$ cat src/rtl/wb_timer_multi.sv
// wb_timer_multi: NUM_CH Wishbone-mapped up-counters with free-run,
// auto-reload and one-shot modes, event/gate sources, sticky OVF + irq.
// Ports: clk, reset_n (async, active-low); Wishbone stb_i/we_i/adr_wr_i/
// adr_rd_i/dat_i -> dat_o/ack_o; unit_pulse, event_pulse, INTx count
// inputs; timer_trigger (1-cycle overflow pulse) and irq_o (OVF & IE).
module wb_timer_multi #(
  parameter int NUM_CH        = 2,
  parameter int CNT_WIDTH     = 16,
  parameter int DATA_WIDTH    = 8,
  parameter int ADDR_WIDTH    = 8,
  parameter int REG_ADDR_BASE = 'h80
) (
  input  logic                  clk,
  input  logic                  reset_n,
  input  logic                  stb_i,
  input  logic                  we_i,
  input  logic [ADDR_WIDTH-1:0] adr_wr_i,
  input  logic [ADDR_WIDTH-1:0] adr_rd_i,
  input  logic [DATA_WIDTH-1:0] dat_i,
  output logic [DATA_WIDTH-1:0] dat_o,
  output logic                  ack_o,
  input  logic                  unit_pulse,
  input  logic [NUM_CH-1:0]     event_pulse,
  input  logic [NUM_CH-1:0]     INTx,
  output logic [NUM_CH-1:0]     timer_trigger,
  output logic [NUM_CH-1:0]     irq_o
);

  localparam int NB  = CNT_WIDTH / DATA_WIDTH;
  localparam int CHW = ADDR_WIDTH - 4;
  localparam int SW  = (NB > 1) ? CNT_WIDTH - DATA_WIDTH : 1;
  localparam int LIM = REG_ADDR_BASE + 16 * NUM_CH;

  localparam logic [ADDR_WIDTH:0] BASE_X =
    (ADDR_WIDTH+1)'(REG_ADDR_BASE);
  localparam logic [ADDR_WIDTH:0] LIM_X =
    (ADDR_WIDTH+1)'(LIM);

  // Per-channel state
  logic [NUM_CH-1:0][5:0]           ctrl_q, ctrl_d;
  logic [NUM_CH-1:0]                ovf_q, ovf_d;
  logic [NUM_CH-1:0][CNT_WIDTH-1:0] cnt_q, cnt_d;
  logic [NUM_CH-1:0][CNT_WIDTH-1:0] rel_q, rel_d;
  logic [NUM_CH-1:0][SW-1:0]        snap_q, snap_d;
  logic [NUM_CH-1:0]                ev_q;
  logic [NUM_CH-1:0]                trig_q;
  logic [NUM_CH-1:0]                irq_q, irq_d;
  logic [NUM_CH-1:0]                tick;
  logic [NUM_CH-1:0]                ovf_ev;

  // Address decode, write and read sides
  logic [ADDR_WIDTH-1:0] w_off, r_off;
  logic                  w_ok, r_ok;
  logic [CHW-1:0]        w_ch, r_ch;
  logic [3:0]            w_reg, r_reg;
  logic                  wr_hit, rd_hit;

  assign w_off = adr_wr_i - BASE_X[ADDR_WIDTH-1:0];
  assign r_off = adr_rd_i - BASE_X[ADDR_WIDTH-1:0];
  assign w_ok  = ({1'b0, adr_wr_i} >= BASE_X) &&
                 ({1'b0, adr_wr_i} <  LIM_X);
  assign r_ok  = ({1'b0, adr_rd_i} >= BASE_X) &&
                 ({1'b0, adr_rd_i} <  LIM_X);
  assign w_ch  = w_off[ADDR_WIDTH-1:4];
  assign r_ch  = r_off[ADDR_WIDTH-1:4];
  assign w_reg = w_off[3:0];
  assign r_reg = r_off[3:0];

  assign wr_hit = stb_i & we_i & w_ok;
  assign rd_hit = stb_i & ~we_i & r_ok;

  assign ack_o         = stb_i;
  assign timer_trigger = trig_q;
  assign irq_o         = irq_q;

  // Next-state for every channel
  always_comb begin
    logic                 w_sel;
    logic                 cnt_wr;
    logic                 full;
    logic                 src;
    logic                 ev_edge;
    logic [1:0]           mode;
    logic [CNT_WIDTH-1:0] cw;
    logic [CNT_WIDTH-1:0] rw;
    w_sel   = 1'b0;
    cnt_wr  = 1'b0;
    full    = 1'b0;
    src     = 1'b0;
    ev_edge = 1'b0;
    mode    = 2'b00;
    cw      = '0;
    rw      = '0;
    tick    = '0;
    ovf_ev  = '0;
    irq_d   = '0;
    ctrl_d  = ctrl_q;
    ovf_d   = ovf_q;
    cnt_d   = cnt_q;
    rel_d   = rel_q;
    snap_d  = snap_q;
    for (int c = 0; c < NUM_CH; c++) begin
      w_sel  = wr_hit && (w_ch == CHW'(c));
      mode   = ctrl_q[c][2:1];
      cw     = cnt_q[c];
      rw     = rel_q[c];
      cnt_wr = 1'b0;
      for (int b = 0; b < NB; b++) begin
        if (w_sel && (w_reg == 4'(2 + b))) begin
          cw[b*DATA_WIDTH +: DATA_WIDTH] = dat_i;
          cnt_wr = 1'b1;
        end
        if (w_sel && (w_reg == 4'(6 + b))) begin
          rw[b*DATA_WIDTH +: DATA_WIDTH] = dat_i;
        end
      end

      ev_edge   = event_pulse[c] & ~ev_q[c];
      src       = ctrl_q[c][3] ? ev_edge : unit_pulse;
      tick[c]   = ctrl_q[c][0] & src &
                  (~ctrl_q[c][4] | INTx[c]);
      full      = &cnt_q[c];
      // A counter write swallows this cycle's tick, overflow included.
      ovf_ev[c] = tick[c] & full & ~cnt_wr;

      if (cnt_wr) begin
        cnt_d[c] = cw;
      end else if (tick[c]) begin
        if (full) begin
          cnt_d[c] = (mode == 2'b01 || mode == 2'b10) ?
                     rel_q[c] : '0;
        end else begin
          cnt_d[c] = cnt_q[c] + 1'b1;
        end
      end

      rel_d[c] = rw;

      if (ovf_ev[c] && mode == 2'b10) begin
        ctrl_d[c][0] = 1'b0;
      end
      if (w_sel && w_reg == 4'd0) begin
        ctrl_d[c] = dat_i[5:0];
      end

      if (w_sel && w_reg == 4'd1 && dat_i[0]) begin
        ovf_d[c] = 1'b0;
      end
      if (ovf_ev[c]) begin
        ovf_d[c] = 1'b1;
      end

      // Reading CNT byte 0 freezes the upper bytes for the next reads.
      if (rd_hit && r_ch == CHW'(c) && r_reg == 4'd2) begin
        snap_d[c] = SW'(cnt_q[c] >> DATA_WIDTH);
      end

      irq_d[c] = ovf_q[c] & ctrl_q[c][5];
    end
  end

  // Read mux
  always_comb begin
    dat_o = '0;
    if (r_ok) begin
      for (int c = 0; c < NUM_CH; c++) begin
        if (r_ch == CHW'(c)) begin
          if (r_reg == 4'd0) begin
            dat_o = DATA_WIDTH'(ctrl_q[c]);
          end
          if (r_reg == 4'd1) begin
            dat_o = DATA_WIDTH'(ovf_q[c]);
          end
          if (r_reg == 4'd2) begin
            dat_o = cnt_q[c][DATA_WIDTH-1:0];
          end
          for (int b = 1; b < NB; b++) begin
            if (r_reg == 4'(2 + b)) begin
              dat_o = snap_q[c][(b-1)*DATA_WIDTH +: DATA_WIDTH];
            end
          end
          for (int b = 0; b < NB; b++) begin
            if (r_reg == 4'(6 + b)) begin
              dat_o = rel_q[c][b*DATA_WIDTH +: DATA_WIDTH];
            end
          end
        end
      end
    end
  end

  always_ff @(posedge clk or negedge reset_n) begin
    if (!reset_n) begin
      ctrl_q <= '0;
      ovf_q  <= '0;
      cnt_q  <= '0;
      rel_q  <= '0;
      snap_q <= '0;
      ev_q   <= '0;
      trig_q <= '0;
      irq_q  <= '0;
    end else begin
      ctrl_q <= ctrl_d;
      ovf_q  <= ovf_d;
      cnt_q  <= cnt_d;
      rel_q  <= rel_d;
      snap_q <= snap_d;
      ev_q   <= event_pulse;
      trig_q <= ovf_ev;
      irq_q  <= irq_d;
    end
  end

endmodule
$ cat config.mk
export PLATFORM = sky130hd
export DESIGN_NAME = wb_timer_multi
export DESIGN_NICKNAME = d
export VERILOG_FILES = /design/src/rtl/wb_timer_multi.sv
export SDC_FILE = /design/constraint.sdc
export NUM_CORES = 1
export LEC_CHECK = 0
export ABC_AREA = 1
export CORE_UTILIZATION = 59
export DETAILED_ROUTE_END_ITERATION = 7
export PLACE_DENSITY = 0.91
export SKIP_CTS_REPAIR_TIMING = 1
export SLEW_MARGIN = 20
export SYNTH_ARGS = -nofsm -noshare
export SYNTH_HDL_FRONTEND = slang
export SYNTH_SLANG_ARGS = --single-unit
$ cat constraint.sdc
create_clock -name clk -period 2.2 [get_ports clk]
set_input_delay 0.44 -clock clk [delete_from_list [all_inputs] [get_ports clk]]
set_output_delay 0.44 -clock clk [all_outputs]
set_load 0.01 [all_outputs]
# Yosys cells after proc, flatten, opt, wreduce, memory -nomap -nowiden

Index checks and enable logic that the tools add are counted.

Bits in registers: 100
Bits in latches: 0
Memory bits (writable): 0
ROM bits: 0
Input bits: 33
Memories: 0

$add $sub $neg: 4
Multipliers: 0
Div/mod/pow operators: 0
Order comparisons: 4
Equality and inequality tests: 20
Shifts and indexed selects: 0
Multiplexer cells: 41
Bitwise gates (word level): 25
Reduce and logical (&&, ||, !) cells: 42

Operator list:

| cell                                                                  | number |
|---|---|
| 8-bit two-way mux                                                     | 18 |
| 16-bit two-way mux                                                    | 8 |
| 16-bit by 1-bit adder with 16-bit output, second input constant       | 2 |
| 16-bit AND reduction                                                  | 2 |
| 1-bit logical AND                                                     | 24 |
| 1-bit bitwise AND                                                     | 16 |
| 4-bit by 1-bit equality test with 1-bit output, second input constant | 4 |
| 4-bit by 2-bit equality test with 1-bit output, second input constant | 4 |
| 4-bit by 3-bit equality test with 1-bit output, second input constant | 4 |
| 8-bit >= comparator, second input constant                            | 2 |
| 4-bit logical NOT                                                     | 4 |
| 8-bit < comparator, second input constant                             | 2 |
| 8-bit subtractor, second input constant                               | 2 |
| 1-bit two-way mux                                                     | 14 |
| 2-bit nonzero test                                                    | 6 |
| 2-bit != test, second input constant                                  | 4 |
| 2-bit AND reduction                                                   | 4 |
| 1-bit NOT                                                             | 7 |
| 6-bit two-way mux                                                     | 1 |
| 2-bit by 1-bit equality test with 1-bit output, second input constant | 2 |
| 2-bit equality test, second input constant                            | 2 |
| 1-bit logical OR                                                      | 2 |
| 1-bit bitwise OR                                                      | 2 |

# Logic depth before layout (Yosys ltp)

Word-level depth: 17
Mapped depth: 15
Mapped depth without buffers: 15

# Worst setup path after synthesis

No wires, ideal clock.

Path type: input to output
From: input port adr_rd_i[2]
To: output port dat_o[1]
Data arrival time: 1.682 ns
Path slack: 0.078 ns
Stages: 15
Path buffers: 0
Path through: nor2_4 nand2_2 nor2_2 nand2_1 nand3_1 nand2_1 nand2_1 nand2_1 nand2_1 nand2_1 nand2_1 nand2_1 nand2_1 nand2_1 a21oi_1

Longest elaborated chain between the ends: 17

RTL lines:

| item                           | line | source |
|---|---|---|
| start, declared                | 18   | `input logic [ADDR_WIDTH-1:0] adr_rd_i,` |
| 8-bit subtractor               | 59   | `assign r_off = adr_rd_i - BASE_X[ADDR_WIDTH-1:0];` |
| 4-bit logical NOT              | 168  | `if (r_reg == 4'd0) begin` |
| 6-bit two-way mux              | 168  |  |
| 8-bit two-way mux              | 171  | `if (r_reg == 4'd1) begin` |
| 8-bit two-way mux              | 174  | `if (r_reg == 4'd2) begin` |
| 8-bit two-way mux              | 178  | `if (r_reg == 4'(2 + b)) begin` |
| 8-bit two-way mux (2 in a row) | 183  | `if (r_reg == 4'(6 + b)) begin` |
| 8-bit two-way mux              | 167  | `if (r_ch == CHW'(c)) begin` |
| 8-bit two-way mux              | 168  |  |
| 8-bit two-way mux              | 171  |  |
| 8-bit two-way mux              | 174  |  |
| 8-bit two-way mux              | 178  |  |
| 8-bit two-way mux (2 in a row) | 183  |  |
| 8-bit two-way mux              | 167  |  |
| 8-bit two-way mux *            | 165  | `if (r_ok) begin` |
| end, declared                  | 20   | `output logic [DATA_WIDTH-1:0] dat_o,` |

Mark *: on every way between the ends. The rest lies on a longest branch, timed or not.

# Worst setup path in the final report

From: input port adr_rd_i[3]
To: output port dat_o[4]

Same word-level chain as after synthesis.

==> summary.md <==
| Metric | Value |
|---|---|
| GRT Total Usage | 0.363 |
| Final period util | 1.15 |
| Max incr delay on CP | 0.17 ns |
| Total grt overflow | 0 |
| Clock Skew | 0.00821 ns |
| Synth Register Bits | 100 |
| Vias in the first global route | approximately 5,700 |
| Area grow syn2layout | 27.7% |
| Pleak | 3.74 nW |
| RSZ-0062 raised after global routing | true |
| Max-slew violation count | 0 |
| Synth Area in Adders | 0.00837 |
| CP startpoint | adr_rd_i[3] |
| Share of post-route cells with drive strength above 1 | 0.210 |
| CP Data Arrival Time | 2.08 ns |
| Hold Fails Final Rpt | 0 |
| Post-synthesis compound-gate area fraction | 0.183 |
| PwrDens | 568 nW/µm² |
| Rows | 36 |
| Buffers on Ports | 45 |
| Syn nets | between 800 and 900 |
| Final #Nets | 992 |
| Initial antenna violation count | 0 |
| Warnings, synthesis | 0 |
| Distinct cells, synth | 46 |
| Slowest CP cell | nor2_4 |
| R2R Path Start | cnt_q[0] |
| Startpoint Class | input port |
| Area of the multi-input gates | about 3100 µm² |
| Largest family of logic cells by synthesized area | simple AND/OR/NAND/NOR gates |
| Seq/Total Area, Yosys | 0.419 |
| Busiest grt layer | met2 |
| Post-DR wirelength/cell | around 18 µm |
| Max Freq | about 0.4 GHz |
| Worst Path Class, Setup | input port to output pin |
| CP required | 1.76 ns |
| Sink Count | 100 |
| Die Y | between 100 and 150 µm |
| Min cycle time layout | 2.52 ns |
| Grt met1 use | 0.479 |
| Register area | 2500 µm² |
| CP dominant cell by count | nand2_1 |
| Mapped Area | about 6000 µm² |
| Slew HR | 0.662 |
| HP Class | input port to asynchronous set/reset pin |
| Pin count of the biggest net entering global routing | 37 |
| Clock Tree Root | clkbuf_8 |
| Synth Flop Type | dfrtp_1 |
| Post-Synth XOR/XNOR Area | 0.0278 |
| Drt total wl | 19,300 µm |
| Via count | 6,494 |
| Max Cap Viol | 0 |
| Hpwl dp | 14,000 µm |
| M3 GR Usage | 0.0719 |
| GRT met2 Usage | 0.586 |
| Core ar. | ~9800 µm² |
| RePlAce Congestion | around 0.96 |
| # DRC | 0 |
| CTS Buf Count | 9 |
| Crit-path cells | buf_8, nor2_4, nand2_4, nor2_4, buf_6, nand2_2, nand3_2, nand2_1, nand2_1, nand2_1, nand2_1, nand2_1, nand2_1, nand2_1, nand2_1, nand2_2, a21oi_2, buf_2 |
| Least-Margin Pin Slew | 0.506 ns |
| Status | complete, but fails checks |
| Number of routed nets with antenna violations | 0 |
| Clock tree buffer depth | 2 |
| First-pass iteration count of the detailed router | 5 |
| Total Power | 0.00434 W |
| Via density | 5.94 |
| Post-synth ARST share | 1.00 |
| Clk slew on worst S/H paths | 0.09 ns |
| Final setup margin | -0.319 ns |
| Hold slack | 0.0217 ns |
| # setup viols final | 8 |
| Failing checks | setup timing |
| Post-Place Setup Slack | -1.05 ns |
| Skew-Pair Late Insertion Delay | 0.38 ns |
| Mux share of post-synthesis cell area | 0.00377 |
| Synth Area in Simple Gates | 0.277 |
| Starting density of the core | 0.609 |
| CTS tree | yes |
| Syn Inst Count | 817 |
| First-pass GRT wire length | 28,300 µm |
| Most frequent cells in the layout | nand2_1, dfrtp_1, buf_4 |
| # IOs | 46 |
| CP Capture Type | output pin |
| # fillers | 661 |
| CP max FO | 5 |
| DR iter-0 viols | 649 |
| VDD IR max | 0.000390 V |
| H-tree levels | 3 |
| Avg Inst Size Synth | approximately 7.3 µm² |
| DIE AREA | about 11,000 µm² |
| Die X-Extent | 103 µm |
| EDFF count, synth | 0 |
| Commonest non-fill, non-tap cell in the layout | nand2_1 |
| # diodes | 0 |
==> flip-flops by register name (all words and copies together) (netlist names) <==
signal / count
cnt_q: 32
rel_q: 32
snap_q: 16
ctrl_q: 12
ev_q: 2
irq_o: 2
ovf_q: 2
timer_trigger: 2
==> report_power, final <==
group	internal [W]	total (W)	leakage, nW	switching (W)
Clock	0.000585	0.00123	0.102	0.000644
Combinational	0.000417	0.000962	2.31	0.000544
Sequential	0.00198	0.00215	1.32	0.000166
==> synth_stat cells, drive strengths merged (2+ instances only) <==
cell type	instances	area [µm²]
a21oi	38	190
xor2	17	149
o221ai	2	17.5
dfrtp	100	2500
nor3	12	70.1
a31oi	11	68.8
ha	4	50.1
o211ai	8	60.1
mux2	2	22.5
o31ai	4	30.0
o21ai	116	581
buf	9	66.3
or2	8	50.1
a221oi	5	43.8
nand3	37	200
nand2	223	872
nor4	3	18.8
clkbuf	12	45.0
a22oi	5	47.5
o2bb2ai	2	17.5
inv	94	353
clkinv	6	23.8
o22ai	3	18.8
nand4	8	56.3
xnor2	2	17.5
nor2	82	367
==> through the flow <==
| stage | instance area (µm²) | std cells | utilization | setup TNS, ns |
|---|---|---|---|---|
| after floorplan | 5980 | 817 | - | 0 |
| after global placement | 7230 | 1065 | 0.736 | -12.41 |
| after detailed placement | 7230 | 1065 | 0.736 | -13.86 |
| after CTS | 7430 | 1081 | 0.757 | -7.97 |
| after global routing | 7640 | 1093 | 0.778 | -2.56 |
| final | 7640 | 1093 | 0.778 | -1.46 |
==> cell families after synthesis <==
kind of cell / count (synthesis)
mux: 2
fa+ha+maj: 4
compound gates: 196
simple gates: 375
flops: 100
xor+xnor: 19
buf+inv: 121
==> final cells by class <==
class / count / share of cell area
Clock buffer: 12 / 0.0203
Clock inverter: 4 / 0.00623
Sequential cell: 100 / 0.328
Inverter: 100 / 0.0493
Multi-Input combinational cell: 596 / 0.406
Tap cell: 133 / 0.0218
Timing Repair Buffer: 148 / 0.169
==> final timing paths <==
check                             to  slack (ns)  cells past startpoint
max                         dat_o[4]       -0.32                     18
min                        rel_q[14]        0.02                      1
max reg2reg                cnt_q[13]        0.11                     13
min reg2reg                rel_q[14]        0.50                      2
max in group asynchronous  cnt_q[31]        1.63                      2
min in group clk           rel_q[14]        0.50                      2
==> routing by layer <==
| layer | part of all wire | routed length [µm] |
|---|---|---|
| met5 | 0 | 0 |
| met4 | 0.038 | 727 |
| met3 | 0.11 | 2060 |
| met2 | 0.47 | 8960 |
| met1 | 0.39 | 7520 |
==> worst max-delay path: cells and delay by family <==
kind                   cells  cell delay, ns
AND/OR/NAND/NOR           14            1.09
buffers and inverters      3            0.37
AO/OA/AOI/OAI              1            0.15
Note: power is estimated with default switching activity, not from simulation.
==> variant 1: new RTL, config.mk and constraints unchanged <==
`ADDR_WIDTH`: 8 -> 6.
--- a/src/rtl/wb_timer_multi.sv
+++ b/src/rtl/wb_timer_multi.sv
@@ -9,3 +9,3 @@
   parameter int DATA_WIDTH    = 8,
-  parameter int ADDR_WIDTH    = 8,
+  parameter int ADDR_WIDTH    = 6,
   parameter int REG_ADDR_BASE = 'h80
Ports: changed (resized adr_rd_i and adr_wr_i); port bits go from 46 to 42. No check against the original RTL was run, so the function may have changed too.
==> variant 1 against the original RTL <==
The run ends with design-rule violations, negative hold slack, negative setup slack left. Area after synthesis grew 0.23%. Sequential power grew 9.8%. Final area grew 1.5%. Sequential cell count is the same. Via count grew 5.0%. Total power grew 19%. Critical path depth shrank 6. Routed wire length grew 12%. Worst setup slack gained 0.20 ns. Critical endpoint is now dat_o[5].
==> variant 1: results <==
detailed_routing:
  drtIter0Drc: 898
  viasPerCell: 6.24
  drc: 1
  firstDrtPassIters: 8
  routedWlPerCell_um: 19.8
place:
  preCtsSetupSlack_ns: -0.928
  port_buffers: 41
  place_congestion: 1.06
  place_area_um2: 7230
  dp_hpwl_um: 15600
cts:
  clkLatencyLatePin_ns: 0.41
  clk_pin_slew_worst_paths_ns: 0.11
critical_path:
  cp.arrival_ns: 1.88
  crit_fanout: 4
timing:
  whs_ns: -0.0263
  finalSetupViolations: 8
  setup_ws_ns: -0.117
  setup_tns_ns: -0.539
  hold_viol: 31
  tightest_slew_ns: 0.539
  skew_ns: 0.0222
status:
  violations: "design-rule violations, negative hold slack, negative setup slack"
  outcome: "finished, violations left"
yosys:
  synthTopCellsByCount: "204 x nand2_1, 100 x dfrtp_1, 96 x o21ai_0, 83 x nor2_1, 78 x inv_1"
  yosysUniqueCellTypes: 45
  yosysSeqAreaShare: 0.418
power:
  p_leak_uw: 0.00381
  vdd_drop_max_mv: 0.554
global_routing:
  grt.total_usage: 0.410
  grt_first_pass_wirelength_um: 31600
  grt_pass1_vias: 6085
  grt_max_degree: 36
finish:
  layout-drive-gt1-share: 0.230
  nFillCells: 700
  nNetsFinal: 988
-- variant 1: final timing paths --
| kind | from | end | slack, ns | cells past startpoint |
|---|---|---|---|---|
| max | adr_rd_i[3] | dat_o[5] | -0.12 | 12 |
| min | reset_n | cnt_q[19] | -0.03 | 1 |
| max reg2reg | cnt_q[16] | cnt_q[28] | 0.13 | 11 |
| min reg2reg | snap_q[0] | snap_q[0] | 0.51 | 2 |
| max in group asynchronous | reset_n | cnt_q[16] | 1.65 | 2 |
| min in group clk | snap_q[0] | snap_q[0] | 0.51 | 2 |
-- variant 1: layout make-up --
class | instances | share of cell area
Clock inverter | 4 | 0.00678
Timing Repair Buffer | 147 | 0.167
Tap cell | 133 | 0.0215
Multi-Input combinational cell | 607 | 0.414
Clock buffer | 12 | 0.0200
Sequential cell | 100 | 0.323
Inverter | 90 | 0.0472
-- variant 1: layer usage --
metal  vias up  wire length [um]  GRT usage  share of wire
li1       3000                 -          -              -
met1      3174              8080      0.544           0.37
met2       526              9540      0.614           0.44
met3       117              2960      0.134           0.14
met4         0              1080      0.184          0.050
met5         -                 0          0              0
-- variant 1: kinds of logic (layout without fill, tap and decap cells) --
logic type                 Yosys count  in the layout  share of synthesized area
buffers and inverters              114            253                     0.0781
adders and majority gates            4              4                    0.00835
AOI/OAI and AO/OA                  181            181                      0.172
and+or+nand+nor                    404            404                      0.297
muxes                                2              2                    0.00355
xor gates and xnor gates            16             16                     0.0234
DFF                                100            100                      0.418
-- variant 1: where the power goes --
part	leakage, uW	switching, uW	internal, uW
clock network	0.000107	684	595
logic	0.00242	922	613
registers	0.00129	281	2080
-- variant 1: per-stage QoR --
stage	cells	util
after global routing	1093	0.789
final	1093	0.789
after detailed placement	1068	0.737
after global placement	1068	0.737
after CTS	1084	0.758
after floorplan	821	-
==> variant 2: new RTL, config.mk and constraints unchanged <==
Made on the original files. Reset style: synchronous (`reset_n`), changed in one clocked block. Comments in the files are not updated.
--- a/src/rtl/wb_timer_multi.sv
+++ b/src/rtl/wb_timer_multi.sv
@@ -191,3 +191,3 @@
 
-  always_ff @(posedge clk or negedge reset_n) begin
+  always_ff @(posedge clk) begin
     if (!reset_n) begin
Check against the original RTL: differs if reset_n is asserted again (counterexample within 4 cycles, from zero or initial values and one cycle with reset_n low); with reset_n held inactive, the same outputs for 4 cycles.
==> variant 2 against the original RTL <==
The run still ends with negative setup slack left. Clock skew about the same. Final area up 1.3%. Worst setup slack better by 0.0070 ns. Sequential cell count unchanged. Fmax up 0.28%. Critical path depth down 1. Synthesized cell count up 9.8%. Routed wire length up 17%. Area after synthesis down 0.46%.
Power is not compared: it rests on default switching activity, and its combinational part moved more than twofold at a synthesized area within 25%.
==> variant 2: results <==
status:
  outcome: "finished, violations left"
  violations: "negative setup slack"
detailed_routing:
  firstDrtPassIters: 7
  wl_um: 22600
  wl_met3_um: 3250
  viasPerCell: 6.28
  drtIter0Drc: 978
  wl_met2_um: 9790
  vias: 7358
  wl_met1_um: 8330
global_routing:
  grt.total_usage: 0.401
  grt_first_pass_wirelength_um: 31400
  grt_pass1_vias: 6206
  antenna_found_initial: 1
  use_met2: 0.616
  grt_max_degree: 87
  met1_usage: 0.531
yosys:
  synth_cells: 897
  synth.area.mux_share: 0
  synthArstFlopShare: 0
  ys.flop_type: "dfxtp_1"
  yosysUniqueCellTypes: 45
  synth_xor_area_frac: 0.0324
  yosysSeqAreaShare: 0.336
  synth_fp_nets: 934
  synth.area.top_cells: "dfxtp_1 34%, o21ai_0 9.3%, a21oi_1 9.0%, nand2_1 8.7%, nor2_1 6.4%"
  synth_compound_area_frac: 0.236
  synthAdderAreaFrac: 0.00841
critical_path:
  crit_end: "dat_o[3]"
  r2r-start: "cnt_q[1]"
  worstReg2RegEnd: "cnt_q[1]"
  crit_fanout: 8
  reg2reg_slack_ns: 0.03
  crit_slowest_cell: "a21oi_2"
timing:
  finalSetupViolations: 8
  slew_headroom: 0.578
  skew_ns: 0.00860
  whs_ns: 0.472
  setup_ws_ns: -0.312
finish:
  layout-drive-gt1-share: 0.225
  nNetsFinal: 1072
place:
  preCtsSetupSlack_ns: -1.05
  dp_hpwl_um: 15200
cts:
  clkLatencyLatePin_ns: 0.40
worst_hold_path:
  min_path_type: "flop to flop"
-- variant 2: changes by cell type in the layout (fill, tap and decap cells not counted), moves of 10 or more --
cell and delta:
dfxtp_1 +100, o21ai_1 -35, nand3_1 +10, o21ai_0 +33, dfrtp_1 -100, inv_1 +13, a21oi_1 +63, nor3_1 +17
nand2_1 -79, a211oi_1 +14, nor2_1 +32
-- variant 2: metrics by stage --
step           TNS (ns)  area [um2]
4_1_cts           -7.88        7350
6_report          -1.60        7730
2_1_floorplan         0        5950
5_1_grt           -2.66        7730
3_3_place_gp     -12.48        7150
3_5_place_dp     -16.07        7150
-- variant 2: area by class of cell --
cell class,instances,area [um2]
Clock buffer,12,155
Clock inverter,3,46.3
Fill cell,685,2040
Inverter,111,433
Multi-Input combinational cell,651,3540
Sequential cell,100,2000
Tap cell,133,166
Timing Repair Buffer,162,1390
-- variant 2: worst max-delay path: cells and delay by family --
family | cells | cell delay, ns
and+or+nand+nor | 12 | 0.91
buffers and inverters | 4 | 0.55
AOI/OAI and AO/OA | 1 | 0.17
